--- src/rtl/agc_loop_ctrl_pkg.sv ---
// Shared types and constants for the AGC loop sequencer and its window meter.
package agc_loop_ctrl_pkg;

    typedef enum logic [1:0] {
        StIdle    = 2'd0,
        StAcquire = 2'd1,
        StTrack   = 2'd2,
        StHold    = 2'd3
    } agc_state_e;

    localparam int unsigned MagW  = 15;
    localparam int unsigned CoefW = 8;

    localparam int unsigned DefWinLog2   = 4;
    localparam int unsigned DefLockCnt   = 4;
    localparam int unsigned DefUnlockCnt = 2;

endpackage

--- src/rtl/agc_loop_ctrl_if.sv ---
// Sample, configuration and control bundle between the AGC sequencer and its driver.
interface agc_loop_ctrl_if;
    import agc_loop_ctrl_pkg::*;

    logic              en;
    logic              hold_req;
    logic              sample_vld;
    logic signed [15:0] y_in;
    logic [15:0]       ref_cfg;
    logic [15:0]       lock_thr;
    logic [CoefW-1:0]  attack_coef;
    logic [CoefW-1:0]  decay_coef;
    logic [CoefW-1:0]  track_coef;
    logic [CoefW-1:0]  a_coef;
    logic [15:0]       reference;
    logic              locked;
    logic [1:0]        state;

    modport master (
        output en, hold_req, sample_vld, y_in, ref_cfg, lock_thr,
               attack_coef, decay_coef, track_coef,
        input  a_coef, reference, locked, state
    );

    modport slave (
        input  en, hold_req, sample_vld, y_in, ref_cfg, lock_thr,
               attack_coef, decay_coef, track_coef,
        output a_coef, reference, locked, state
    );

endinterface

--- src/rtl/agc_win_meter.sv ---
// Windowed magnitude meter: saturating |y|, accumulation over 2^WIN_LOG2 valid samples,
// window-end strobe and the window mean (which includes the closing sample).
module agc_win_meter
    import agc_loop_ctrl_pkg::*;
#(
    parameter int unsigned WIN_LOG2 = DefWinLog2
) (
    input  logic               clk,
    input  logic               rst,
    input  logic               clr,
    input  logic               en,
    input  logic               sample_vld,
    input  logic signed [15:0] y_in,
    output logic               win_end,
    output logic [MagW-1:0]    mean
);

    localparam int unsigned AccW = MagW + WIN_LOG2;

    logic [15:0]         y_u;
    logic [15:0]         y_abs;
    logic [MagW-1:0]     mag;
    logic [AccW-1:0]     acc_sum;
    logic [AccW-1:0]     acc_q, acc_d;
    logic [WIN_LOG2-1:0] cnt_q, cnt_d;

    always_comb begin
        y_u   = y_in;
        y_abs = y_u[15] ? (16'd0 - y_u) : y_u;
        // Only -32768 sets bit 15 after negation; clamp it to full scale.
        mag     = y_abs[15] ? {MagW{1'b1}} : y_abs[MagW-1:0];
        acc_sum = acc_q + AccW'(mag);
        win_end = en && sample_vld && (cnt_q == '1);
        mean    = acc_sum[AccW-1 -: MagW];
    end

    always_comb begin
        acc_d = acc_q;
        cnt_d = cnt_q;
        if (clr) begin
            acc_d = '0;
            cnt_d = '0;
        end else if (en && sample_vld) begin
            acc_d = win_end ? '0 : acc_sum;
            cnt_d = cnt_q + 1'b1;
        end
    end

    always_ff @(posedge clk or negedge rst) begin
        if (!rst) begin
            acc_q <= '0;
            cnt_q <= '0;
        end else begin
            acc_q <= acc_d;
            cnt_q <= cnt_d;
        end
    end

endmodule

--- src/rtl/agc_loop_ctrl.sv ---
// AGC loop sequencer: IDLE/ACQUIRE/TRACK/HOLD control of the AGC coefficient and reference
// driven by windowed output-magnitude measurements.
module agc_loop_ctrl
    import agc_loop_ctrl_pkg::*;
#(
    parameter int unsigned WIN_LOG2   = DefWinLog2,
    parameter int unsigned LOCK_CNT   = DefLockCnt,
    parameter int unsigned UNLOCK_CNT = DefUnlockCnt
) (
    input  logic         clk,
    input  logic         rst,
    agc_loop_ctrl_if.slave bus
);

    localparam int unsigned LockW   = $clog2(LOCK_CNT + 1);
    localparam int unsigned UnlockW = $clog2(UNLOCK_CNT + 1);

    agc_state_e         state_q, ret_q;
    logic [LockW-1:0]   lock_cnt_q;
    logic [UnlockW-1:0] unlock_cnt_q;
    logic               last_pos_q;
    logic               locked_q;
    logic [CoefW-1:0]   a_coef_q;
    logic [15:0]        reference_q;

    logic               meter_en;
    logic               win_end;
    logic [MagW-1:0]    mean;
    logic signed [16:0] err;
    logic [16:0]        abs_err;
    logic               in_tol, err_pos, lock_hit, unlock_hit;
    logic [CoefW-1:0]   acq_coef;

    // A hold request or disable on a window-end cycle suppresses the strobe and wipes the window.
    assign meter_en = bus.en && !bus.hold_req && (state_q == StAcquire || state_q == StTrack);

    agc_win_meter #(
        .WIN_LOG2 (WIN_LOG2)
    ) u_meter (
        .clk        (clk),
        .rst        (rst),
        .clr        (!meter_en),
        .en         (meter_en),
        .sample_vld (bus.sample_vld),
        .y_in       (bus.y_in),
        .win_end    (win_end),
        .mean       (mean)
    );

    always_comb begin
        err        = signed'({2'b00, mean}) - signed'({2'b00, bus.ref_cfg[15:1]});
        abs_err    = err[16] ? 17'(-err) : 17'(err);
        in_tol     = abs_err <= {1'b0, bus.lock_thr};
        err_pos    = !err[16] && (err != '0);
        acq_coef   = err_pos ? bus.attack_coef : bus.decay_coef;
        lock_hit   = in_tol && (lock_cnt_q == LockW'(LOCK_CNT - 1));
        unlock_hit = !in_tol && (unlock_cnt_q == UnlockW'(UNLOCK_CNT - 1));
    end

    always_ff @(posedge clk or negedge rst) begin
        if (!rst) begin
            state_q      <= StIdle;
            ret_q        <= StIdle;
            lock_cnt_q   <= '0;
            unlock_cnt_q <= '0;
            last_pos_q   <= 1'b0;
            locked_q     <= 1'b0;
            a_coef_q     <= '0;
            reference_q  <= '0;
        end else if (!bus.en) begin
            state_q      <= StIdle;
            lock_cnt_q   <= '0;
            unlock_cnt_q <= '0;
            last_pos_q   <= 1'b0;
            locked_q     <= 1'b0;
            a_coef_q     <= '0;
            reference_q  <= bus.ref_cfg;
        end else begin
            unique case (state_q)
                StIdle: begin
                    state_q      <= StAcquire;
                    lock_cnt_q   <= '0;
                    unlock_cnt_q <= '0;
                    last_pos_q   <= 1'b0;
                    a_coef_q     <= bus.decay_coef;
                    reference_q  <= bus.ref_cfg;
                end
                StAcquire, StTrack: begin
                    if (bus.hold_req) begin
                        ret_q        <= state_q;
                        state_q      <= StHold;
                        lock_cnt_q   <= '0;
                        unlock_cnt_q <= '0;
                        a_coef_q     <= '0;
                    end else if (win_end) begin
                        reference_q <= bus.ref_cfg;
                        last_pos_q  <= err_pos;
                        if (state_q == StAcquire) begin
                            if (lock_hit) begin
                                state_q    <= StTrack;
                                locked_q   <= 1'b1;
                                lock_cnt_q <= '0;
                                a_coef_q   <= bus.track_coef;
                            end else begin
                                lock_cnt_q <= in_tol ? lock_cnt_q + LockW'(1) : '0;
                                a_coef_q   <= acq_coef;
                            end
                        end else begin
                            if (unlock_hit) begin
                                state_q      <= StAcquire;
                                locked_q     <= 1'b0;
                                unlock_cnt_q <= '0;
                                a_coef_q     <= acq_coef;
                            end else begin
                                unlock_cnt_q <= in_tol ? '0 : unlock_cnt_q + UnlockW'(1);
                                a_coef_q     <= bus.track_coef;
                            end
                        end
                    end
                end
                StHold: begin
                    lock_cnt_q   <= '0;
                    unlock_cnt_q <= '0;
                    if (!bus.hold_req) begin
                        state_q <= ret_q;
                        if (ret_q == StTrack) begin
                            a_coef_q <= bus.track_coef;
                        end else begin
                            a_coef_q <= last_pos_q ? bus.attack_coef : bus.decay_coef;
                        end
                    end
                end
            endcase
        end
    end

    assign bus.a_coef    = a_coef_q;
    assign bus.reference = reference_q;
    assign bus.locked    = locked_q;
    assign bus.state     = state_q;

endmodule

--- src/flat_wrapper.sv ---
// flat-port wrapper written by rule: the top's interface ports become plain ports
module agc_loop_ctrl_flat import agc_loop_ctrl_pkg::*;
#(
    parameter int unsigned WIN_LOG2   = DefWinLog2,
    parameter int unsigned LOCK_CNT   = DefLockCnt,
    parameter int unsigned UNLOCK_CNT = DefUnlockCnt
)
  (clk, rst, bus_en, bus_hold_req, bus_sample_vld, bus_y_in, bus_ref_cfg, bus_lock_thr, bus_attack_coef, bus_decay_coef, bus_track_coef, bus_a_coef, bus_reference, bus_locked, bus_state);
  agc_loop_ctrl_if bus_i ();
  input  logic clk;
  input  logic rst;
  input wire logic [$bits(bus_i.en)-1:0] bus_en;
  input wire logic [$bits(bus_i.hold_req)-1:0] bus_hold_req;
  input wire logic [$bits(bus_i.sample_vld)-1:0] bus_sample_vld;
  input wire logic [$bits(bus_i.y_in)-1:0] bus_y_in;
  input wire logic [$bits(bus_i.ref_cfg)-1:0] bus_ref_cfg;
  input wire logic [$bits(bus_i.lock_thr)-1:0] bus_lock_thr;
  input wire logic [$bits(bus_i.attack_coef)-1:0] bus_attack_coef;
  input wire logic [$bits(bus_i.decay_coef)-1:0] bus_decay_coef;
  input wire logic [$bits(bus_i.track_coef)-1:0] bus_track_coef;
  output wire logic [$bits(bus_i.a_coef)-1:0] bus_a_coef;
  output wire logic [$bits(bus_i.reference)-1:0] bus_reference;
  output wire logic [$bits(bus_i.locked)-1:0] bus_locked;
  output wire logic [$bits(bus_i.state)-1:0] bus_state;
  assign bus_i.en = bus_en;
  assign bus_i.hold_req = bus_hold_req;
  assign bus_i.sample_vld = bus_sample_vld;
  assign bus_i.y_in = bus_y_in;
  assign bus_i.ref_cfg = bus_ref_cfg;
  assign bus_i.lock_thr = bus_lock_thr;
  assign bus_i.attack_coef = bus_attack_coef;
  assign bus_i.decay_coef = bus_decay_coef;
  assign bus_i.track_coef = bus_track_coef;
  assign bus_a_coef = bus_i.a_coef;
  assign bus_reference = bus_i.reference;
  assign bus_locked = bus_i.locked;
  assign bus_state = bus_i.state;
  agc_loop_ctrl #(.WIN_LOG2(WIN_LOG2), .LOCK_CNT(LOCK_CNT), .UNLOCK_CNT(UNLOCK_CNT)) u_core (.clk(clk), .rst(rst), .bus(bus_i));
endmodule
--- config.mk ---
export PLATFORM = sky130hd
export DESIGN_NAME = agc_loop_ctrl_flat
export DESIGN_NICKNAME = d
export VERILOG_FILES = /design/src/rtl/agc_loop_ctrl_pkg.sv /design/src/rtl/agc_loop_ctrl_if.sv /design/src/rtl/agc_win_meter.sv /design/src/rtl/agc_loop_ctrl.sv /design/src/flat_wrapper.sv
export SDC_FILE = /design/constraint.sdc
export NUM_CORES = 1
export LEC_CHECK = 0
export ABC_AREA = 1
export CORE_ASPECT_RATIO = 1.1
export CORE_UTILIZATION = 49
export DETAILED_ROUTE_END_ITERATION = 10
export PLACE_DENSITY = 0.78
export SYNTH_ARGS = -nofsm -noshare
export SYNTH_HDL_FRONTEND = slang
export SYNTH_SLANG_ARGS = --single-unit
--- constraint.sdc ---
create_clock -name clk -period 5.1 [get_ports clk]
set_input_delay 0.51 -clock clk [delete_from_list [all_inputs] [get_ports clk]]
set_output_delay 0.51 -clock clk [all_outputs]
set_load 0.05 [all_outputs]
== Word-level counts from Yosys, hierarchy flattened ==
Cells that the tools add are included.

* Output and inout bits: 27
* Bits in registers: 58
* Logic and storage cells: 118
* Input bits: 77

* Reductions and logical operators: 22
* Equal/unequal tests: 22
* Add/sub/neg operators: 7
* Muxes and demuxes: 56
* $lt $le $gt $ge: 1

{| class="wikitable"
|+ Operators by type and width
! cell !! count
|-
| 8-bit 2-to-1 mux || 10
|-
| 16-bit 2-to-1 mux || 4
|-
| 19-bit 2-to-1 mux || 3
|-
| 16-bit one-hot mux with 2 select lines || 1
|-
| 2-bit 2-to-1 mux || 13
|-
| 8-bit one-hot mux with 3 select lines || 1
|-
| 19-bit by 15-bit adder with 19-bit output || 1
|-
| 3-bit 2-to-1 mux || 6
|-
| 17-bit by 16-bit <= comparator with 1-bit output || 1
|-
| 17-bit 2-to-1 mux || 1
|-
| 17-bit negation || 1
|-
| 17-bit nonzero test || 1
|-
| 1-bit by 16-bit subtractor with 16-bit output (first input constant) || 1
|-
| 15-bit by 15-bit subtractor with 16-bit output || 1
|-
| 15-bit 2-to-1 mux || 1
|-
| 1-bit 2-to-1 mux || 10
|-
| 3-bit != test (second input constant) || 3
|-
| 4-bit 2-to-1 mux || 2
|-
| 4-bit != test (second input constant) || 2
|-
| 2-bit AND reduction || 4
|-
| 1-bit logical AND || 7
|-
| 2-bit == test (second input constant) || 3
|-
| 2-bit by 1-bit != test with 1-bit output (second input constant) || 3
|-
| 3-bit by 1-bit != test with 1-bit output (second input constant) || 2
|-
| other kinds (21) || 26
|}

== Logic depth before layout (Yosys ltp) ==
* Depth after elaboration: 16
* Depth in mapped cells: 53
* Depth with buffers taken out: 52

== By module ==
Synthesis repeated with hierarchy kept, for this count alone.

* Cells, all modules: 1008
* Area, all modules: 6317.3 µm²

{| class="wikitable"
|+ By module, submodules not included
! module !! area an instance (µm²) !! times used !! cells an instance !! sequential area each (µm²)
|-
| agc_loop_ctrl || 3868.7 || 1 || 622 || 875.8
|-
| agc_win_meter || 2448.6 || 1 || 386 || 575.6
|}

== Worst setup path after synthesis ==
OpenSTA, ideal clock, no wires.

* Path type: input-to-reg
* From: in bus_y_in[1]
* To: reg u_core.a_coef_q[4], in the netlist u_core.bus.a_coef[4]
* Data arrival time: 6.332 ns
* Cell stages on the path: 45
* Library setup time: 0.118 ns
* Slack: -1.350 ns
* Data required time: 4.982 ns
* Cell sequence: nor3_1 -> nand2_1 -> nor3_1 -> inv_1 -> nor3_2 -> inv_1 -> nor3_1 -> nand4_1 -> buf_2 -> nand2_1 -> ha_1 -> a21oi_1 -> o21ai_0 -> a21oi_1 -> o21ai_1 -> a21boi_0 -> o21ai_1 -> nand2_1 -> [... 9 more ...] -> inv_2 -> o21ai_0 -> xnor2_1 -> inv_1 -> ha_1 -> nand2_1 -> nor3_1 -> nand2_1 -> nand2_1 -> nand3_1 -> nand2_1 -> nand2_1 -> inv_1 -> nand3_1 -> nand2_1 -> nand2_1 -> nand2_1 -> nand2_1

* Word-level cells in the longest chain between the ends: 16
* Elaborated cells between the ends (all ways): 22

{| class="wikitable"
|+ Ends and longest elaborated chain
! item !! line !! text
|-
| start, declared || flat_wrapper.sv:15 || <nowiki>input wire logic [$bits(bus_i.y_in)-1:0] bus_y_in;</nowiki>
|-
| 1-bit by 16-bit subtractor with 16-bit output || agc_win_meter.sv:29 || <nowiki>y_abs = y_u[15] ? (16'd0 - y_u) : y_u;</nowiki>
|-
| 16-bit 2-to-1 mux (*) || agc_win_meter.sv:29 ||
|-
| 15-bit 2-to-1 mux (*) || agc_win_meter.sv:31 || <nowiki>mag = y_abs[15] ? {MagW{1'b1}} : y_abs[MagW-1:0];</nowiki>
|-
| 19-bit by 15-bit adder with 19-bit output (*) || agc_win_meter.sv:32 || <nowiki>acc_sum = acc_q + AccW'(mag);</nowiki>
|-
| 15-bit by 15-bit subtractor with 16-bit output (*) || agc_loop_ctrl.sv:51 || <nowiki>err = signed'({2'b00, mean}) - signed'({2'b00, bus.ref_cfg[15:1]});</nowiki>
|-
| 17-bit negation || agc_loop_ctrl.sv:52 || <nowiki>abs_err = err[16] ? 17'(-err) : 17'(err);</nowiki>
|-
| 17-bit 2-to-1 mux || agc_loop_ctrl.sv:52 ||
|-
| 17-bit by 16-bit <= comparator with 1-bit output || agc_loop_ctrl.sv:53 || <nowiki>in_tol = abs_err <= {1'b0, bus.lock_thr};</nowiki>
|-
| 1-bit zero test || agc_loop_ctrl.sv:57 || <nowiki>unlock_hit = !in_tol && (unlock_cnt_q == UnlockW'(UNLOCK_CNT - 1));</nowiki>
|-
| 1-bit logical AND || agc_loop_ctrl.sv:57 ||
|-
| 8-bit 2-to-1 mux || agc_loop_ctrl.sv:109 || <nowiki>if (unlock_hit) begin</nowiki>
|-
| 8-bit 2-to-1 mux (*) || agc_loop_ctrl.sv:98 || <nowiki>if (state_q == StAcquire) begin</nowiki>
|-
| 8-bit 2-to-1 mux (*) || agc_loop_ctrl.sv:95 || <nowiki>end else if (win_end) begin</nowiki>
|-
| 8-bit 2-to-1 mux (*) || agc_loop_ctrl.sv:89 || <nowiki>if (bus.hold_req) begin</nowiki>
|-
| 8-bit one-hot mux with 3 select lines (*) || agc_loop_ctrl.sv:79 || <nowiki>unique case (state_q)</nowiki>
|-
| 8-bit 2-to-1 mux (*) || agc_loop_ctrl.sv:70 || <nowiki>end else if (!bus.en) begin</nowiki>
|-
| end signal, assigned || agc_loop_ctrl.sv:85 || <nowiki>a_coef_q <= bus.decay_coef;</nowiki>
|-
| end signal, assigned || agc_loop_ctrl.sv:103 || <nowiki>a_coef_q <= bus.track_coef;</nowiki>
|-
| end signal, assigned || agc_loop_ctrl.sv:106 || <nowiki>a_coef_q <= acq_coef;</nowiki>
|-
| end, declared || agc_loop_ctrl.sv:23 || <nowiki>logic [CoefW-1:0] a_coef_q;</nowiki>
|}

Every way passes the cells marked *; elsewhere a longest branch is shown, timed or not. The select of a mux whose other input is x is not followed.
A chain may end at the register's enable or synchronous reset.

== Worst setup path after layout ==
* From: in bus_y_in[2]
* To: reg u_core.a_coef_q[3], in the netlist u_core.bus.a_coef[3]

Same word-level chain as after synthesis.

==> flow_summary_export.csv <==
group,metric,value,unit
power_and_ir_drop,leakage,4.898,nW
drt,routed_wl,21.35,mm
drt,vias,7304,
timing,max_freq,0.1522,GHz
critical_path,crit_path_start_kind,"input pin",
cts,cts_tree,"yes",
yosys,async_reset_ff_share,100.0,%
floorplanning,core,11640,um^2
critical_path,cp.arrival,6850,ps
placed_design,dpl.cell_count,1251,
yosys,yosysUniqueCellTypes,51,
min_path,hold_class,"in2async",
cts,clock_sinks,58,
placed_design,globalplace.congestion,0.8672,
timing,holdWs,330.5,ps
yosys,synth_ff_type,"dfrtp_1",
cts,cts-root-buf,"clkbuf_16",
global_route,grt_pass1_vias,6907,
critical_path,max_stage_delay,300,ps
floorplanning,rows,41,
cts,clockBufferDepth,2,
global_route,grt_usage,29.67,%
global_route,grt_max_degree,59,
cts,clk_pin_slew,60,ps
placed_design,post_dp_cell_area,8393,um^2
layout,area_growth,59.29,%
timing,slew_viol_final,0,
drt,dr.pass1.iters,6,
critical_path,reg2reg_slack,-410,ps
layout,final_area,9497,um^2
floorplanning,ios,104,
placed_design,dp_hpwl,13.14,mm
critical_path,crit_top_cell,"nand2_2",
cts,numCtsBuffers,9,
timing,clock-skew-final,9.229,ps
critical_path,worstPathRequired,5380,ps
power_and_ir_drop,peakVddDrop,0.2931,mV
timing,hold_viol,0,
floorplanning,die_x,107.2,um
yosys,synth_most_common_cell,"nand2_1",
critical_path,path_class,"in2reg",
timing,final.min_clock_period,6572,ps
critical_path,cpMaxStageDelayCell,"ha_1",
yosys,synth_fp_nets,1010,
layout,stdcell_count,1295,
yosys,netlist_area,5962,um^2
critical_path,setup.worst_path.end_class,"flop",
timing,rsz0062_at_grt,"yes",
floorplanning,dieArea,12610,um^2
timing,setup_slack,-1472,ps
placed_design,portBuffers,103,
yosys,synth_edf_count,0,
floorplanning,dieHeight,117.7,um
layout,fillers,678,
global_route,antenna_found_initial,0,
timing,period_share,128.9,%
job,maxCapViolations,0,
yosys,syn_area_per_cell,6.853,um^2
global_route,grt_pass1_wl,30.15,mm
timing,tightest_slew,826.2,ps
critical_path,cp_max_fo,4,
outcome,status,"finished with violations",
layout,diodes,0,
timing,slew_headroom,44.86,%
drt,wl_per_cell,16.49,um
drt,drc,0,
layout,final_nets,1280,
global_route,grt-ovfl-total,0,
drt,antenna_left,0,
yosys,ys_seq_elements,58,
layout,area.sequential,1451,um^2
outcome,violations,"negative setup slack",
floorplanning,initial_core_util,51.20,%
layout,drive_gt1_share,32.31,%
power_and_ir_drop,p_total,4.424,mW
yosys,synth_warnings,0,
timing,setup_viol,16,
yosys,netlist.area_leader.share,24.34,%
drt,vias_per_cell,5.640,
yosys,netlist_top_cells_count,"nand2_1 (218), inv_1 (126), a21oi_1 (75), ha_1 (61), dfrtp_1 (58)",
yosys,postSynthCellCount,870,
drt,first_iter_violations,591,
cts,clock_tree.htree_level_count,3,
layout,multi_input_area,4698,um^2
cts,clk_latency,340,ps
power_and_ir_drop,powerDensity,465.9,nW/um^2
yosys,synth_area_leaders,"dfrtp_1 (24%), nand2_1 (14%), ha_1 (13%)",
yosys,yosysSeqAreaShare,24.34,%
yosys,yosys.area.top_type,"dfrtp_1",
==> per-stage QoR <==
step                      utilization, %  setup WS (ps)  TNS [ps]
after global routing               81.55          -1854    -28090
final                              81.55          -1472    -21220
after floorplan                        -         -862.9    -12400
after CTS                          77.36          -1242    -18600
after global placement             72.07          -1982    -31420
after detailed placement           72.07          -2233    -35330
==> area by class of cell <==
cell class | count | area share (%)
clock buffer | 9 | 2.372
clock inverter | 7 | 1.067
inverter | 135 | 5.494
multi-input combinational | 666 | 49.47
sequential | 58 | 15.28
tap | 150 | 1.976
timing repair buffer | 270 | 24.33
==> placed cells by master, fill, tap and decap left out, types with 19 or more instances in the layout <==
cell and instances:
a21oi_1 55, buf_4 158, clkdlybuf4s50_1 95, dfrtp_1 58
ha_1 51, inv_1 121, nand2_1 179, nand2_2 49
nand3_1 39, nor2_1 48, o21ai_0 30, xor2_1 19
==> state kept, by name (all words and copies together) (netlist names), 2 cells and up <==
signal,flops
u_core.ret_q,2
u_core.u_meter.cnt_q,4
u_core.u_meter.acc_q,19
u_core.bus.state,2
u_core.lock_cnt_q,3
u_core.bus.a_coef,8
u_core.unlock_cnt_q,2
u_core.bus.reference,16
==> layer usage <==
metal	global-route usage (%)	share of wire [%]	up-vias
li1	-	-	3393
met1	34.26	37	3375
met2	53.10	50	418
met3	3.267	7.4	118
met4	15.50	5.5	0
met5	0	0	-
==> worst max-delay path: cells and delay by family <==
| family | cells | cell delay [ps] |
|---|---|---|
| AND/OR/NAND/NOR | 33 | 3430 |
| buffers and inverters | 8 | 940 |
| adder cells (fa/ha/maj) | 4 | 900 |
| AO/OA/AOI/OAI | 5 | 750 |
| XOR/XNOR | 2 | 330 |
==> path summary, 6_finish.rpt <==
kind                                                      from                             endpoint  cells after the start
max in group asynchronous                                  rst  u_core.bus.reference[5]$_DFFE_PN0P_                      2
max                                                bus_y_in[2]     u_core.bus.a_coef[3]$_DFFE_PN0P_                     52
min reg2reg                   u_core.lock_cnt_q[0]$_DFFE_PN0P_     u_core.lock_cnt_q[0]$_DFFE_PN0P_                      1
min                                                        rst     u_core.bus.a_coef[0]$_DFFE_PN0P_                      2
max reg2reg                u_core.u_meter.acc_q[0]$_DFFE_PN0P_     u_core.bus.a_coef[3]$_DFFE_PN0P_                     41
min in group clk              u_core.lock_cnt_q[0]$_DFFE_PN0P_     u_core.lock_cnt_q[0]$_DFFE_PN0P_                      1
==> report_power, final <==
| group | internal (mW) | switching [mW] | total [mW] |
|---|---|---|---|
| logic | 1.27 | 1.79 | 3.06 |
| clock network | 0.432 | 0.256 | 0.688 |
| registers | 0.586 | 0.0923 | 0.678 |
==> cells by family (layout without fill, tap and decap cells) <==
group / after synthesis / count (layout) / share of synthesized area [%]
xor+xnor: 36 / 36 / 5.289
buf+inv: 149 / 421 / 9.591
mux: 3 / 3 / 0.5666
flops: 58 / 58 / 24.34
simple gates: 402 / 405 / 31.21
fa+ha+maj: 63 / 63 / 13.47
compound gates: 159 / 159 / 15.53
==> what timing repair did <==
| item | in CTS | in global routing |
|---|---|---|
| hold buffers | 0 | 0 |
| pin swaps | 30 | 42 |
| gates cloned | 1 | 2 |
| setup endpoints to repair | 17 | 17 |
| buffers inserted | 16 | 9 |
| gates resized for setup | 58 | 93 |
(Power assumes the default switching activity.)
